## config.mk

```make
export PLATFORM = sky130hd
export DESIGN_NAME = data_mem_arbiter_flat
export DESIGN_NICKNAME = d
export VERILOG_FILES = /design/src/rtl/data_mem_arbiter_pkg.sv /design/src/rtl/data_mem_arbiter_if.sv /design/src/rtl/data_mem_arbiter_tenure_counter.sv /design/src/rtl/data_mem_arbiter.sv /design/src/flat_wrapper.sv
export SDC_FILE = /design/constraint.sdc
export NUM_CORES = 1
export LEC_CHECK = 0
export CAP_MARGIN = 20
export CORE_AREA = 2 2 118 120
export DETAILED_ROUTE_END_ITERATION = 16
export DIE_AREA = 0 0 120 122
export PLACE_DENSITY = 0.77
export RECOVER_POWER = 100
export SYNTH_ARGS = -nofsm -noshare
export SYNTH_HDL_FRONTEND = slang
export SYNTH_SLANG_ARGS = --single-unit
export TNS_END_PERCENT = 50
```

## constraint.sdc

```tcl
create_clock -name CLK -period 3.1 [get_ports CLK]
set_input_delay 0.62 -clock CLK [delete_from_list [all_inputs] [get_ports CLK]]
set_output_delay 0.62 -clock CLK [all_outputs]
set_load 0.02 [all_outputs]
```

## src/rtl/data_mem_arbiter_pkg.sv

```systemverilog
// ---------------------------------------------------------------------------
// dmem_arb_pkg
// Shared types and constants for the data-memory arbiter: the arbiter state
// encoding, requester IDs and the one-hot owner encodings reported on the
// owner output.
// ---------------------------------------------------------------------------
package dmem_arb_pkg;

  typedef enum logic [1:0] {
    IDLE = 2'd0,
    OWN0 = 2'd1,
    OWN1 = 2'd2
  } arb_state_e;

  // Requester IDs: 0 is the CPU load/store stage, 1 the NN layer engine.
  localparam logic REQ_CPU = 1'b0;
  localparam logic REQ_NN  = 1'b1;

  localparam logic [1:0] OWNER_NONE = 2'b00;
  localparam logic [1:0] OWNER_CPU  = 2'b01;
  localparam logic [1:0] OWNER_NN   = 2'b10;

  function automatic logic [1:0] owner_of(arb_state_e st);
    logic [1:0] oh;
    oh = OWNER_NONE;
    case (st)
      OWN0:    oh = OWNER_CPU;
      OWN1:    oh = OWNER_NN;
      default: oh = OWNER_NONE;
    endcase
    return oh;
  endfunction

endpackage

```

## src/rtl/data_mem_arbiter_if.sv

```systemverilog
// ---------------------------------------------------------------------------
// data_mem_arbiter_if
// Bundles both requester channels and the memory-side bus of the arbiter.
//   req*  : request valid / write-enable / address / write data / last beat
//   reqAck: beat accepted (combinational from the arbiter)
//   rsp*  : registered read response per requester
//   mem*  : single-port memory address, write data/enable, read data
//   owner : one-hot current owner, busy : arbiter not idle
// Modports: slave = arbiter side, master = requesters + memory side.
// ---------------------------------------------------------------------------
interface data_mem_arbiter_if #(
  parameter int ADDR_WIDTH = 32,
  parameter int DATA_WIDTH = 32
);

  logic                  reqV0,     reqV1;
  logic                  reqWe0,    reqWe1;
  logic [ADDR_WIDTH-1:0] reqAddr0,  reqAddr1;
  logic [DATA_WIDTH-1:0] reqWData0, reqWData1;
  logic                  reqLast0,  reqLast1;
  logic                  reqAck0,   reqAck1;
  logic                  rspV0,     rspV1;
  logic [DATA_WIDTH-1:0] rspData0,  rspData1;

  logic                  memWriteEn;
  logic [ADDR_WIDTH-1:0] memAddr;
  logic [DATA_WIDTH-1:0] memWriteData;
  logic [DATA_WIDTH-1:0] memReadData;

  logic [1:0]            owner;
  logic                  busy;

  modport slave (
    input  reqV0, reqV1, reqWe0, reqWe1, reqAddr0, reqAddr1,
           reqWData0, reqWData1, reqLast0, reqLast1, memReadData,
    output reqAck0, reqAck1, rspV0, rspV1, rspData0, rspData1,
           memWriteEn, memAddr, memWriteData, owner, busy
  );

  modport master (
    output reqV0, reqV1, reqWe0, reqWe1, reqAddr0, reqAddr1,
           reqWData0, reqWData1, reqLast0, reqLast1, memReadData,
    input  reqAck0, reqAck1, rspV0, rspV1, rspData0, rspData1,
           memWriteEn, memAddr, memWriteData, owner, busy
  );

endinterface

```

## src/rtl/data_mem_arbiter_tenure_counter.sv

```systemverilog
// ---------------------------------------------------------------------------
// arb_tenure_counter
// Per-tenure beat and idle counters for the data-memory arbiter.
//   clk_i, rst_ni  : clock, asynchronous active-low reset
//   clr_i          : clear both counters (tenure change / idle arbiter)
//   beat_i         : owner had a beat accepted this cycle
//   idle_i         : owner cycle without a request
//   cap_hit_o      : this accepted beat brings the beat count to MAX_BURST
//   timeout_hit_o  : this idle cycle brings the idle count to IDLE_TIMEOUT
// ---------------------------------------------------------------------------
module arb_tenure_counter #(
  parameter int MAX_BURST    = 16,
  parameter int IDLE_TIMEOUT = 4
) (
  input  logic clk_i,
  input  logic rst_ni,
  input  logic clr_i,
  input  logic beat_i,
  input  logic idle_i,
  output logic cap_hit_o,
  output logic timeout_hit_o
);

  localparam int BW = $clog2(MAX_BURST + 1);
  localparam int IW = $clog2(IDLE_TIMEOUT + 1);
  localparam logic [BW-1:0] BEAT_MAX  = BW'(MAX_BURST);
  localparam logic [BW-1:0] BEAT_LAST = BW'(MAX_BURST - 1);
  localparam logic [IW-1:0] IDLE_MAX  = IW'(IDLE_TIMEOUT);
  localparam logic [IW-1:0] IDLE_LAST = IW'(IDLE_TIMEOUT - 1);

  logic [BW-1:0] beat_cnt_q, beat_cnt_d;
  logic [IW-1:0] idle_cnt_q, idle_cnt_d;

  // The beat count saturates: an uncontended burst may run past MAX_BURST,
  // and any later contention must still see the cap as already reached.
  assign cap_hit_o     = beat_i & (beat_cnt_q >= BEAT_LAST);
  assign timeout_hit_o = idle_i & (idle_cnt_q == IDLE_LAST);

  always_comb begin
    beat_cnt_d = beat_cnt_q;
    idle_cnt_d = idle_cnt_q;
    if (clr_i) begin
      beat_cnt_d = '0;
      idle_cnt_d = '0;
    end else if (beat_i) begin
      idle_cnt_d = '0;
      if (beat_cnt_q != BEAT_MAX) beat_cnt_d = beat_cnt_q + BW'(1);
    end else if (idle_i) begin
      if (idle_cnt_q != IDLE_MAX) idle_cnt_d = idle_cnt_q + IW'(1);
    end
  end

  always_ff @(posedge clk_i or negedge rst_ni) begin
    if (!rst_ni) begin
      beat_cnt_q <= '0;
      idle_cnt_q <= '0;
    end else begin
      beat_cnt_q <= beat_cnt_d;
      idle_cnt_q <= idle_cnt_d;
    end
  end

endmodule

```

## src/rtl/data_mem_arbiter.sv

```systemverilog
// ---------------------------------------------------------------------------
// data_mem_arbiter
// Shares a single-port data memory between the CPU load/store stage
// (requester 0) and the NN layer engine (requester 1). Provides locked
// bursts with a beat cap under contention, an idle-release timeout and
// round-robin fairness. Memory reads are combinational, writes synchronous;
// read data is registered back to the requester one cycle after the ack.
//   CLK, RSTn : clock, asynchronous active-low reset
//   bus       : requester channels, memory bus, owner/busy status (slave)
// ---------------------------------------------------------------------------
module data_mem_arbiter
  import dmem_arb_pkg::*;
#(
  parameter int ADDR_WIDTH   = 32,
  parameter int DATA_WIDTH   = 32,
  parameter int MAX_BURST    = 16,
  parameter int IDLE_TIMEOUT = 4
) (
  input  logic             CLK,
  input  logic             RSTn,
  data_mem_arbiter_if.slave bus
);

  arb_state_e state_q, state_d;
  logic       last_owner_q, last_owner_d;

  logic                  rsp0_v_q, rsp0_v_d, rsp1_v_q, rsp1_v_d;
  logic [DATA_WIDTH-1:0] rsp0_data_q, rsp0_data_d, rsp1_data_q, rsp1_data_d;

  logic                  ack0, ack1;
  logic                  mem_we;
  logic [ADDR_WIDTH-1:0] mem_addr;
  logic [DATA_WIDTH-1:0] mem_wdata;

  logic beat_acc, idle_cyc, last_acc, other_v;
  logic cap_hit, timeout_hit, tenure_end, cnt_clr;

  // Datapath mux: every memory-side signal is selected purely by state, so
  // in IDLE (and throughout reset) nothing reaches the memory.
  always_comb begin
    ack0      = 1'b0;
    ack1      = 1'b0;
    mem_we    = 1'b0;
    mem_addr  = '0;
    mem_wdata = '0;
    beat_acc  = 1'b0;
    idle_cyc  = 1'b0;
    last_acc  = 1'b0;
    other_v   = 1'b0;
    case (state_q)
      OWN0: begin
        ack0      = bus.reqV0;
        mem_we    = bus.reqV0 & bus.reqWe0;
        mem_addr  = bus.reqAddr0;
        mem_wdata = bus.reqWData0;
        beat_acc  = bus.reqV0;
        idle_cyc  = ~bus.reqV0;
        last_acc  = bus.reqV0 & bus.reqLast0;
        other_v   = bus.reqV1;
      end
      OWN1: begin
        ack1      = bus.reqV1;
        mem_we    = bus.reqV1 & bus.reqWe1;
        mem_addr  = bus.reqAddr1;
        mem_wdata = bus.reqWData1;
        beat_acc  = bus.reqV1;
        idle_cyc  = ~bus.reqV1;
        last_acc  = bus.reqV1 & bus.reqLast1;
        other_v   = bus.reqV0;
      end
      default: ;
    endcase
  end

  // The beat cap only forces a release when the other side is waiting.
  assign tenure_end = last_acc | (cap_hit & other_v) | timeout_hit;
  assign cnt_clr    = (state_q == IDLE) | tenure_end;

  arb_tenure_counter #(
    .MAX_BURST    (MAX_BURST),
    .IDLE_TIMEOUT (IDLE_TIMEOUT)
  ) u_tenure_cnt (
    .clk_i         (CLK),
    .rst_ni        (RSTn),
    .clr_i         (cnt_clr),
    .beat_i        (beat_acc),
    .idle_i        (idle_cyc),
    .cap_hit_o     (cap_hit),
    .timeout_hit_o (timeout_hit)
  );

  // Next-state: IDLE costs one arbitration cycle; a tenure that ends with the
  // other requester waiting hands over directly without a bubble.
  always_comb begin
    state_d      = state_q;
    last_owner_d = last_owner_q;
    case (state_q)
      IDLE: begin
        if (bus.reqV0 && bus.reqV1)
          state_d = (last_owner_q == REQ_CPU) ? OWN1 : OWN0;
        else if (bus.reqV0)
          state_d = OWN0;
        else if (bus.reqV1)
          state_d = OWN1;
      end
      OWN0: begin
        if (tenure_end) begin
          last_owner_d = REQ_CPU;
          state_d      = bus.reqV1 ? OWN1 : IDLE;
        end
      end
      OWN1: begin
        if (tenure_end) begin
          last_owner_d = REQ_NN;
          state_d      = bus.reqV0 ? OWN0 : IDLE;
        end
      end
      default: state_d = IDLE;
    endcase
  end

  // Read responses: capture the combinational read data of an accepted read
  // beat; the data register holds its value between responses.
  always_comb begin
    rsp0_v_d    = ack0 & ~bus.reqWe0;
    rsp1_v_d    = ack1 & ~bus.reqWe1;
    rsp0_data_d = rsp0_v_d ? bus.memReadData : rsp0_data_q;
    rsp1_data_d = rsp1_v_d ? bus.memReadData : rsp1_data_q;
  end

  always_ff @(posedge CLK or negedge RSTn) begin
    if (!RSTn) begin
      state_q      <= IDLE;
      last_owner_q <= REQ_NN;
      rsp0_v_q     <= 1'b0;
      rsp1_v_q     <= 1'b0;
      rsp0_data_q  <= '0;
      rsp1_data_q  <= '0;
    end else begin
      state_q      <= state_d;
      last_owner_q <= last_owner_d;
      rsp0_v_q     <= rsp0_v_d;
      rsp1_v_q     <= rsp1_v_d;
      rsp0_data_q  <= rsp0_data_d;
      rsp1_data_q  <= rsp1_data_d;
    end
  end

  assign bus.reqAck0      = ack0;
  assign bus.reqAck1      = ack1;
  assign bus.memWriteEn   = mem_we;
  assign bus.memAddr      = mem_addr;
  assign bus.memWriteData = mem_wdata;
  assign bus.rspV0        = rsp0_v_q;
  assign bus.rspV1        = rsp1_v_q;
  assign bus.rspData0     = rsp0_data_q;
  assign bus.rspData1     = rsp1_data_q;
  assign bus.owner        = owner_of(state_q);
  assign bus.busy         = (state_q != IDLE);

endmodule

```

## src/flat_wrapper.sv

```systemverilog
// flat-port wrapper written by rule: the top's interface ports become plain ports
module data_mem_arbiter_flat import dmem_arb_pkg::*;
#(
  parameter int ADDR_WIDTH   = 32,
  parameter int DATA_WIDTH   = 32,
  parameter int MAX_BURST    = 16,
  parameter int IDLE_TIMEOUT = 4
)
  (CLK, RSTn, bus_reqV0, bus_reqV1, bus_reqWe0, bus_reqWe1, bus_reqAddr0, bus_reqAddr1, bus_reqWData0, bus_reqWData1, bus_reqLast0, bus_reqLast1, bus_memReadData, bus_reqAck0, bus_reqAck1, bus_rspV0, bus_rspV1, bus_rspData0, bus_rspData1, bus_memWriteEn, bus_memAddr, bus_memWriteData, bus_owner, bus_busy);
  data_mem_arbiter_if #(.ADDR_WIDTH(ADDR_WIDTH), .DATA_WIDTH(DATA_WIDTH)) bus_i ();
  input  logic CLK;
  input  logic RSTn;
  input wire logic [$bits(bus_i.reqV0)-1:0] bus_reqV0;
  input wire logic [$bits(bus_i.reqV1)-1:0] bus_reqV1;
  input wire logic [$bits(bus_i.reqWe0)-1:0] bus_reqWe0;
  input wire logic [$bits(bus_i.reqWe1)-1:0] bus_reqWe1;
  input wire logic [$bits(bus_i.reqAddr0)-1:0] bus_reqAddr0;
  input wire logic [$bits(bus_i.reqAddr1)-1:0] bus_reqAddr1;
  input wire logic [$bits(bus_i.reqWData0)-1:0] bus_reqWData0;
  input wire logic [$bits(bus_i.reqWData1)-1:0] bus_reqWData1;
  input wire logic [$bits(bus_i.reqLast0)-1:0] bus_reqLast0;
  input wire logic [$bits(bus_i.reqLast1)-1:0] bus_reqLast1;
  input wire logic [$bits(bus_i.memReadData)-1:0] bus_memReadData;
  output wire logic [$bits(bus_i.reqAck0)-1:0] bus_reqAck0;
  output wire logic [$bits(bus_i.reqAck1)-1:0] bus_reqAck1;
  output wire logic [$bits(bus_i.rspV0)-1:0] bus_rspV0;
  output wire logic [$bits(bus_i.rspV1)-1:0] bus_rspV1;
  output wire logic [$bits(bus_i.rspData0)-1:0] bus_rspData0;
  output wire logic [$bits(bus_i.rspData1)-1:0] bus_rspData1;
  output wire logic [$bits(bus_i.memWriteEn)-1:0] bus_memWriteEn;
  output wire logic [$bits(bus_i.memAddr)-1:0] bus_memAddr;
  output wire logic [$bits(bus_i.memWriteData)-1:0] bus_memWriteData;
  output wire logic [$bits(bus_i.owner)-1:0] bus_owner;
  output wire logic [$bits(bus_i.busy)-1:0] bus_busy;
  assign bus_i.reqV0 = bus_reqV0;
  assign bus_i.reqV1 = bus_reqV1;
  assign bus_i.reqWe0 = bus_reqWe0;
  assign bus_i.reqWe1 = bus_reqWe1;
  assign bus_i.reqAddr0 = bus_reqAddr0;
  assign bus_i.reqAddr1 = bus_reqAddr1;
  assign bus_i.reqWData0 = bus_reqWData0;
  assign bus_i.reqWData1 = bus_reqWData1;
  assign bus_i.reqLast0 = bus_reqLast0;
  assign bus_i.reqLast1 = bus_reqLast1;
  assign bus_i.memReadData = bus_memReadData;
  assign bus_reqAck0 = bus_i.reqAck0;
  assign bus_reqAck1 = bus_i.reqAck1;
  assign bus_rspV0 = bus_i.rspV0;
  assign bus_rspV1 = bus_i.rspV1;
  assign bus_rspData0 = bus_i.rspData0;
  assign bus_rspData1 = bus_i.rspData1;
  assign bus_memWriteEn = bus_i.memWriteEn;
  assign bus_memAddr = bus_i.memAddr;
  assign bus_memWriteData = bus_i.memWriteData;
  assign bus_owner = bus_i.owner;
  assign bus_busy = bus_i.busy;
  data_mem_arbiter #(.ADDR_WIDTH(ADDR_WIDTH), .DATA_WIDTH(DATA_WIDTH), .MAX_BURST(MAX_BURST), .IDLE_TIMEOUT(IDLE_TIMEOUT)) u_core (.CLK(CLK), .RSTn(RSTn), .bus(bus_i));
endmodule
```

==> metrics.md <==
| Metric | Value |
|---|---|
| CTS Root Cell | clkbuf_16 |
| CTS tree | done |
| Main synth FF type | dfrtp_1 |
| Endpoint kind of the worst setup timing path | output port |
| Initial antenna violation count | 0 |
| Largest net degree at the start of global routing | 78 |
| Non-Filler Instances | 864 |
| Setup crit start kind | register |
| Max cap viols | 1 |
| Worst slack, placed | 0.278 ns |
| FF/Latch Area | 1930 um^2 |
| Vias in the first global route | 4367 |
| Final Critical Period | 3.01 ns |
| Filler cells | 1135 |
| Post-DP HPWL | 13100 um |
| Placed Cells | 848 |
| Setup violations, final | 0 |
| Post-DRT Antenna Nets | 0 |
| Syn Nets | 565 |
| TritonCTS buffer count | 9 |
| Failing checks | capacitance limit, slew limit |
| Maximum VDD drop | 0.000464 V |
| Synth Cell Area | 4200 um^2 |
| Crit Path Max Fanout | 14 |
| Gr usage total | 21.8% |
| Total Wirelength | 16400 um |
| Multi-input logic area | 2050 um^2 |
| Skew-Pair Late Insertion Delay | 0.33 ns |
| DR WL/cell | 19.0 um |
| # rows | 43 |
| Final antenna diode count | 0 |
| DRT iter0 DRCs | 257 |
| Core Util, Final | 57.3% |
| Final instance area | 7730 um^2 |
| Dpl cell area | 7400 um^2 |
| Remaining DRCs | 0 |
| Layout Area Growth over Synthesis | 84.2% |
| Cell Pwr Density | 885 nW/um^2 |
| Slew at the pin closest to its max-slew limit | 1.91 ns |
| Synth Register Bits | 77 |
| Clock tree buffer depth | 2 |
| Detailed-route vias per instance | 4.92 |
| First-pass GRT wire length | 24200 um |
| Relative slew slack | -27.1% |
| Leakage | 3.30 nW |
| Share of cells above drive strength 1 | 15.8% |
| Cell variety after synth | 46 |
| Final worst setup slack | 0.0854 ns |
| Final worst-path cycle share | 97.2% |
| Initial cell density of the core | 31.1% |
| Critical Path AT | 2.39 ns |
| Post-synth ARST share | 100% |
| Die height | 122 um |
| Max Slew Vio Count | 78 |
| I/O Pins | 304 |
| Port Buffers | 303 |
| Syn_area_per_cell | 10.9 um^2 |
| Routed via count | 4254 |
| CTS sink count | 77 |
| Seq/Total Area, Yosys | 45.9% |
| Synth warnings | 0 |
| Core Area | 13500 um^2 |
| Remaining Overflow, GRT | 0 |
| Final #Nets | 860 |
| Post-CTS Hold Buffers | 0 |
| Gpl congestion | 0.899 |
| Critical path required time | 2.48 ns |
| Post-synth EDFFs | 0 |
| Die Wd | 120 um |
| Crit Path Class | reg2out |
| 1st-pass router iterations | 5 |
| Fmax | 0.332 GHz |
| Hold Vio Cnt, Final | 0 |
| Status | complete, but fails checks |
| Die area | 14600 um^2 |
| Final Skew | 0.00955 ns |
| Cells after Synth | 385 |
| HP Class | reg2reg |
| CTS clock-pin slew for the worst setup and hold paths | 0.06 ns |
| CTS H-tree lvls | 3 |
==> worst paths after layout <==
path	startpoint	to	slack, ns	cells past startpoint
setup / recovery	u_core.state_q[0]	bus_memWriteData[19]	0.09	6
hold / removal	u_core.bus.rspData0[14]	u_core.bus.rspData0[14]	0.50	1
setup reg to reg	u_core.state_q[1]	u_core.bus.rspData0[16]	0.62	6
hold reg to reg	u_core.bus.rspData0[14]	u_core.bus.rspData0[14]	0.50	1
max in group asynchronous	RSTn	u_core.bus.rspData1[5]	1.14	1
min in group asynchronous	RSTn	u_core.bus.rspData0[18]	0.81	1
==> worst max-delay path, stage by stage (launching register included) <==
cell and delay [ns]:
dfrtp_1 0.44, inv_1 0.18, ha_4 0.28, buf_4 0.24, a22oi_1 0.13, nor2_1 0.11, clkdlybuf4s50_1 0.67
==> flip-flops by register name, summed over array words and instances (netlist names) <==
register	count
u_core.bus.rspData1	32
u_core.last_owner_q	1
u_core.bus.rspData0	32
u_core.u_tenure_cnt.idle_cnt_q	3
u_core.state_q	2
u_core.u_tenure_cnt.beat_cnt_q	5
u_core.bus.rspV1	1
u_core.bus.rspV0	1
==> report_power, final <==
group          leakage [nW]  switching, mW  internal [mW]
sequential            0.949          0.219           1.45
clock                 0.134          0.398          0.585
combinational          2.22           2.22           1.97
==> what timing repair did <==
action                                  CTS  global route
gates resized for setup                   3            10
setup buffers                             0             1
endpoints found under the setup margin   42            26
pin swaps                                 0             1
==> placed cells by master, fill, tap and decap left out, drive strengths merged, types with 3 or more instances in the layout <==
master         count
dlymetal6s2s       9
clkdlybuf4s50    227
nand3              3
dfrtp             76
o211ai             4
ha                12
nor4               3
nor2              72
a22oi             65
buf               12
dlygate4sd3       66
nand4              4
inv               14
clkbuf            14
mux2              65
==> per-stage QoR <==
step	TNS (ns)	hold WS, ns	total power [mW]
finish	0	0.496	6.84
global route	-0.00686	0.511	7.25
CTS	0	0.478	7.07
detailed placement	0	0.493	6.01
global placement	0	0.486	5.93
floorplan	0	0.324	3.95
==> layer usage <==
layer  GRT usage (%)  vias up  wire length [um]
met4            5.37        0               212
li1                -     1987                 -
met2            37.4      204              7960
met3            8.29       16              1680
met5               0        -                 0
met1            25.7     2047              6590
==> cell families after synthesis <==
logic type | Yosys count | synth area share, %
compound gates | 80 | 15.3
xor+xnor | 4 | 0.835
fa+ha+maj | 12 | 3.58
simple gates | 99 | 10.7
buf+inv | 46 | 5.78
mux | 67 | 17.9
flops | 77 | 45.9
==> Yosys cell counts, types with 2 or more instances <==
cell type  instances  share of area (%)
xor2_1             2               0.42
clkbuf_1          13                1.2
and3_2             2               0.36
o211ai_1           2               0.36
mux2_2            65                 17
buf_6              7                1.9
nand3_1            3               0.36
nand2_1            2               0.18
nand4_1            4               0.60
nand2b_1           2               0.30
ha_1              12                3.6
nor2_1            72                6.4
a22oi_1           65                 12
and4_1             2               0.42
buf_1              8               0.72
nor4_1             3               0.45
o2bb2ai_1          2               0.42
dfrtp_1           76                 45
mux2i_1            2               0.48
inv_1             13                1.2
xnor2_1            2               0.42
buf_2              2               0.24
==> final cells by class <==
cell class,instances,share of cell area (%)
timing repair buffer,317,41.2
multi-input combinational,262,26.5
sequential,77,24.9
clock buffer,11,3.27
tap,180,2.91
inverter,13,0.696
clock inverter,4,0.421
Note: power is estimated with default switching activity, not from simulation.
